===== config.mk =====
export PLATFORM = sky130hd
export DESIGN_NAME = dec2_sync_flat
export DESIGN_NICKNAME = d
export VERILOG_FILES = /design/src/rtl/dec2_sync_pkg.sv /design/src/rtl/dec2_sync_if.sv /design/src/rtl/dec2_sync_core.sv /design/src/rtl/dec2_sync.sv /design/src/flat_wrapper.sv
export SDC_FILE = /design/constraint.sdc
export NUM_CORES = 1
export LEC_CHECK = 0
export ABC_AREA = 1
export CORE_AREA = 2 2 39 41
export CTS_CLUSTER_SIZE = 25
export DETAILED_ROUTE_END_ITERATION = 10
export DIE_AREA = 0 0 41 43
export PLACE_DENSITY = 0.33
export SYNTH_ARGS = -nofsm -noshare
export SYNTH_HDL_FRONTEND = slang
export SYNTH_SLANG_ARGS = --single-unit

===== constraint.sdc =====
create_clock -name i_clk -period 0.8 [get_ports i_clk]
set_input_delay 0.24 -clock i_clk [delete_from_list [all_inputs] [get_ports i_clk]]
set_output_delay 0.24 -clock i_clk [all_outputs]
set_load 0.02 [all_outputs]

===== src/rtl/dec2_sync_pkg.sv =====
// Shared constants, types and reference decode function for the dec2_sync decoder.
// No logic of its own: a pure declaration package.
// No flow control.
package dec2_sync_pkg;

    // Default select width: the 2-to-4 configuration.
    localparam int IN_W_DEF  = 2;

    // Widest supported select, and the decode width that goes with it.
    localparam int MAX_IN_W  = 6;
    localparam int MAX_OUT_W = 2 ** MAX_IN_W;

    // How a dec2_core instance builds its decode.
    typedef enum logic {
        DEC_DATAFLOW = 1'b0,
        DEC_BEHAV    = 1'b1
    } dec_style_e;

    // Reference one-hot decode at the widest size; callers keep the low OUT_W bits.
    function automatic logic [MAX_OUT_W-1:0] onehot_dec(input logic [MAX_IN_W-1:0] sel,
                                                        input logic                en);
        logic [MAX_OUT_W-1:0] r;
        r = '0;
        if (en) begin
            r[sel] = 1'b1;
        end
        return r;
    endfunction

endpackage


===== src/rtl/dec2_sync_if.sv =====
// Bus bundle for dec2_sync: select/enable in, registered decode/valid/err out.
// Wiring only; no latency of its own.
// No backpressure: the decoder accepts a new sample every cycle.
interface dec2_sync_if import dec2_sync_pkg::*; #(
    parameter int IN_W = IN_W_DEF
);
    localparam int OUT_W = 2 ** IN_W;

    logic [IN_W-1:0]  i_in;
    logic             i_en;
    logic [OUT_W-1:0] o_out;
    logic             o_valid;
    logic             o_err;

    // Driver side: supplies the select and enable, observes the results.
    modport master (
        output i_in,
        output i_en,
        input  o_out,
        input  o_valid,
        input  o_err
    );

    // Decoder side.
    modport slave (
        input  i_in,
        input  i_en,
        output o_out,
        output o_valid,
        output o_err
    );
endinterface


===== src/rtl/dec2_sync_core.sv =====
// Combinational N-to-2^N one-hot decoder, built as either a dataflow or a behavioural netlist.
// Zero latency: purely combinational.
// No flow control.
module dec2_core import dec2_sync_pkg::*; #(
    parameter int         IN_W  = IN_W_DEF,
    parameter dec_style_e STYLE = DEC_BEHAV
) (
    input  logic [IN_W-1:0]      i_sel,
    input  logic                 i_en,
    output logic [2**IN_W-1:0]   o_dec
);
    localparam int OUT_W = 2 ** IN_W;

    logic [OUT_W-1:0] w_dec;

    if (STYLE == DEC_DATAFLOW) begin : g_dataflow
        // Each line is the enable ANDed with the minterm of its own index.
        for (genvar g = 0; g < OUT_W; g++) begin : g_line
            assign w_dec[g] = i_en & (&(i_sel ~^ IN_W'(g)));
        end
    end else begin : g_behav
        // Clear all lines, then raise the one addressed by the select.
        always_comb begin
            w_dec = '0;
            if (i_en) begin
                w_dec[i_sel] = 1'b1;
            end
        end
    end

    assign o_dec = w_dec;

endmodule


===== src/rtl/dec2_sync.sv =====
// Registered N-to-2^N one-hot decoder with enable; optional dual-path cross-check (DEC2_SYNC_XCHECK_EN).
// Latency: 1 cycle from sampled select/enable to o_out/o_valid/o_err.
// No backpressure: a new sample is taken every cycle and only the latest one is shown.
module dec2_sync import dec2_sync_pkg::*; #(
    parameter int IN_W = IN_W_DEF
) (
    input  logic         i_clk,
    input  logic         i_rst,
    dec2_sync_if.slave   bus
);
    localparam int OUT_W = 2 ** IN_W;

    logic [OUT_W-1:0] w_dec_behav;
    logic             w_mismatch;

    logic [OUT_W-1:0] r_out;
    logic             r_valid;
    logic             r_err;

    // The behavioural path always feeds the output register.
    dec2_core #(
        .IN_W  (IN_W),
        .STYLE (DEC_BEHAV)
    ) u_core_behav (
        .i_sel (bus.i_in),
        .i_en  (bus.i_en),
        .o_dec (w_dec_behav)
    );

`ifdef DEC2_SYNC_XCHECK_EN
    logic [OUT_W-1:0] w_dec_flow;

    // Independent dataflow decode, used only to cross-check the behavioural one.
    dec2_core #(
        .IN_W  (IN_W),
        .STYLE (DEC_DATAFLOW)
    ) u_core_flow (
        .i_sel (bus.i_in),
        .i_en  (bus.i_en),
        .o_dec (w_dec_flow)
    );

    assign w_mismatch = (w_dec_flow != w_dec_behav);
`else
    assign w_mismatch = 1'b0;
`endif

    // Output register: clears on reset, otherwise captures the decode; err is sticky until reset.
    always_ff @(posedge i_clk) begin
        if (i_rst) begin
            r_out   <= '0;
            r_valid <= 1'b0;
            r_err   <= 1'b0;
        end else begin
            r_out   <= w_dec_behav;
            r_valid <= bus.i_en;
            r_err   <= r_err | w_mismatch;
        end
    end

    assign bus.o_out   = r_out;
    assign bus.o_valid = r_valid;
    assign bus.o_err   = r_err;

endmodule


===== src/flat_wrapper.sv =====
// flat-port wrapper written by rule: the top's interface ports become plain ports
module dec2_sync_flat import dec2_sync_pkg::*;
#(
    parameter int IN_W = IN_W_DEF
)
  (i_clk, i_rst, bus_i_in, bus_i_en, bus_o_out, bus_o_valid, bus_o_err);
  dec2_sync_if #(.IN_W(IN_W)) bus_i ();
  input  logic i_clk;
  input  logic i_rst;
  input wire logic [$bits(bus_i.i_in)-1:0] bus_i_in;
  input wire logic [$bits(bus_i.i_en)-1:0] bus_i_en;
  output wire logic [$bits(bus_i.o_out)-1:0] bus_o_out;
  output wire logic [$bits(bus_i.o_valid)-1:0] bus_o_valid;
  output wire logic [$bits(bus_i.o_err)-1:0] bus_o_err;
  assign bus_i.i_in = bus_i_in;
  assign bus_i.i_en = bus_i_en;
  assign bus_o_out = bus_i.o_out;
  assign bus_o_valid = bus_i.o_valid;
  assign bus_o_err = bus_i.o_err;
  dec2_sync #(.IN_W(IN_W)) u_core (.i_clk(i_clk), .i_rst(i_rst), .bus(bus_i));
endmodule

; Word-level counts from Yosys, hierarchy flattened
; Index checks and enable logic that the tools add are counted.
[word_totals]
register_bits = 5
[classes]
bitwise = 1
order_cmp = 2
n_reduce_logical = 2
mux = 2
[op_table]
columns = op, n
row1 = $lt A2 B3 Y1 const B, 1
row2 = $demux W1 S2, 1
row3 = $ge A2 B1 Y1 const B, 1
row4 = $reduce_or A2 Y1, 1
row5 = $logic_and A1 B1 Y1, 1
row6 = $mux W1, 1
row7 = $not A1 Y1, 1

; Logic depth before layout (Yosys ltp)
[logic_depth]
depth_word = 4
depth_mapped = 3

; By module
; A second synthesis with hierarchy kept.
[unflattened]
cells_unflattened = 25
area_unflattened_um2 = 178.9
[modules_own_cells]
columns = module, cells_each, area_per_inst_um2, seq_area_each_um2, instances
row1 = dec2_sync, 17, 148.9, 100.1, 1
row2 = dec2_core, 8, 30.0, 0.0, 1

; Least setup slack after synthesis
; Ideal clock, no wire load.
[synth_timing]
kind = flip-flop to output port
startpoint = register u_core.r_out[0], in the netlist u_core.bus.o_out[0]
endpoint = output port bus_o_out[0]
t_required_ns = 0.560
n_path_buf = 0
arrival_ns = 0.395
path_slack_ns = 0.165
stages_incl_launch_ff = 1
path_cell_list = dfxtp_1
[synth_rtl]
columns = item, line
row1 = from (decl), dec2_sync.sv:16  ; logic [OUT_W-1:0] r_out;
row2 = from (signal assigned), dec2_sync.sv:55  ; r_out <= w_dec_behav;
row3 = to (decl), flat_wrapper.sv:12  ; output wire logic [$bits(bus_i.o_out)-1:0] bus_o_out;
; No word-level cell between the ends.

; Worst setup path after layout
[layout_timing]
startpoint = register u_core.r_valid, in the netlist u_core.bus.o_valid
endpoint = output port bus_o_valid
[layout_rtl]
columns = item, line
row1 = from (decl), dec2_sync.sv:17  ; logic r_valid;
row2 = from (signal assigned), dec2_sync.sv:56  ; r_valid <= bus.i_en;
row3 = to (decl), flat_wrapper.sv:13  ; output wire logic [$bits(bus_i.o_valid)-1:0] bus_o_valid;
; No word-level cell between the ends.

==> flow_summary.toml <==
[status]
status = "finished, violations left"
violations = "negative setup slack"

[yosys]
ys_seq_elements = 5
ys_seq_area_frac = 0.615
syn_nets = 25
synth.yosys.warnings = 0
synthTopCellsByArea = "dfxtp_1, nand2_1, nor2_1, inv_1, buf_4"
syn_inst = 20
yosys.area.top_type = "dfxtp_1"
synth.avg_cell_area_um2 = 8.13
synth_area_um2 = 163
yosysUniqueCellTypes = 8
synth_top_area_frac = 0.615

[power]
p_leak_uw = 0.000170
powerDensity_nw_per_um2 = 1980
ir_worst_vdd_uv = 426

[sta]
maxSlewViolCount = 0
max_freq_mhz = 1100
finalHoldViolCount = 0
rsz0062_at_grt = "yes"
period_minus_slack_ns = 0.907
setup_slack_ns = -0.107
finalSetupViolCount = 5
post-route-period-util = 1.13

[floorplanning]
die_w_um = 41
die_area_um2 = 1760
start_util = 0.118
coreArea_um2 = 1380
die_h_um = 43
num_rows = 14
io_pins = 11

[layout]
layout.area.seq_um2 = 106
layout.cells.non_filler = 48
utilization = 0.227
drive_gt1_frac = 0.469
area.growth.synth_to_final_pct = 93.1
n_fill_cell = 145
finalNetCount = 38
multi_input_area_um2 = 45.0
antenna_cells = 0

[routing]
vias = 141
drt_pass1_iterations = 4
ant_nets = 0
drc = 0
wl_um = 281
wire_per_inst_um = 5.85
viasPerCell = 2.94
drt_iter0_drc = 1

[place]
dp.cells = 44
preCtsSetupSlack_ns = -0.324
port_buffers = 9
finalWeightedCongestion = 0.665

[grt]
grt_max_degree = 6
grt_pass1_vias = 126
gr-total-overflow = 0
grt_use_total = 0.0432
antenna_found_initial = 0
grt_first_pass_wirelength_um = 407

[critical_path]
crit_type = "flip-flop to output port"
crit_arrival_ns = 0.67
crit_family = "flip-flops"
worst-path-buf-inv = 1
endpoint_kind = "output port"
critPathMaxStageDelay_ns = 0.31
crit_path_top_delay_cell = "dfxtp_2"
start_kind = "flip-flop"
crit_chain = "buf_6"
required_ns = 0.56
cp_max_fo = 1

[clocking]
cts_setup_buffers = 0
cts_sinks = 5
clk_pin_slew_ns = 0.04
cts_max_level = 1
cts_buffer_depth = 2
cts_tree = "built"
numCtsBuffers = 3
ctsHoldBuffers = 0
cts_root_buffer = "clkbuf_4"

[worst_hold_path]
hold_class = "primary input to flip-flop"

[run]
max-cap-violations = 0
==> final timing paths <==
| kind | endpoint | startpoint | depth (start not counted) |
|---|---|---|---|
| hold / removal | u_core.bus.o_out[2] | bus_i_in[1] | 3 |
| setup / recovery | bus_o_valid | u_core.bus.o_valid | 1 |
==> metrics by stage <==
stage	total power, uW	TNS [ns]	hold slack [ns]	area, um2
global route	648	-0.613	0.308	314
floorplan	298	0	0.359	163
finish	622	-0.527	0.279	314
global placement	333	-2.57	0.844	265
CTS	634	-0.578	0.579	304
detailed placement	333	-2.60	0.843	265
==> report_power, final <==
group          internal, uW  total, uW  switching [uW]
Sequential              260        263            3.50
Clock                   188        287            98.9
Combinational          37.0       71.7            34.7
==> layout by cell type, fill, tap and decap left out <==
cell	instances
buf_6	5
dfxtp_2	5
nand2_1	4
nor2_1	4
inv_1	3
clkbuf_4	3
clkdlybuf4s50_1	2
dlymetal6s2s_1	2
inv_2	1
nand2_4	1
conb_1	1
clkbuf_1	1
==> Yosys cell counts <==
library cell  count
inv_1             3
nor2_1            4
dfxtp_1           5
buf_4             1
inv_2             1
nand2_2           1
nand2_1           4
conb_1            1
==> sequential cells by signal, summed over array words and instances, names as in the netlist <==
name / flops
u_core.bus.o_valid: 1
u_core.bus.o_out: 4
==> routing by layer <==
metal | up-vias | GRT usage | share of wire
met5 | - | 0 | 0
met4 | 0 | 0.100 | 0
met3 | 0 | 0.0157 | 0.13
met2 | 11 | 0.0406 | 0.43
met1 | 54 | 0.0386 | 0.43
li1 | 76 | - | -
==> cells by family (layout without fill, tap and decap cells) <==
family | count (synthesis) | after routing | share of synthesized area
buffers and inverters | 5 | 17 | 0.138
DFF | 5 | 5 | 0.615
other | 1 | 1 | 0.0231
and+or+nand+nor | 9 | 9 | 0.223
==> area by class of cell <==
| class | count | share of cell area |
|---|---|---|
| sequential | 5 | 0.339 |
| timing repair buffer | 9 | 0.323 |
| inverter | 4 | 0.0478 |
| clock buffer | 4 | 0.0837 |
| tap | 16 | 0.0637 |
| multi-input combinational | 10 | 0.143 |
==> timing repair <==
action                                  4_1_cts  5_1_grt
gates resized for setup                      35        3
cloned                                        0        0
endpoints found under the setup margin        5        8
(Power assumes the default switching activity.)
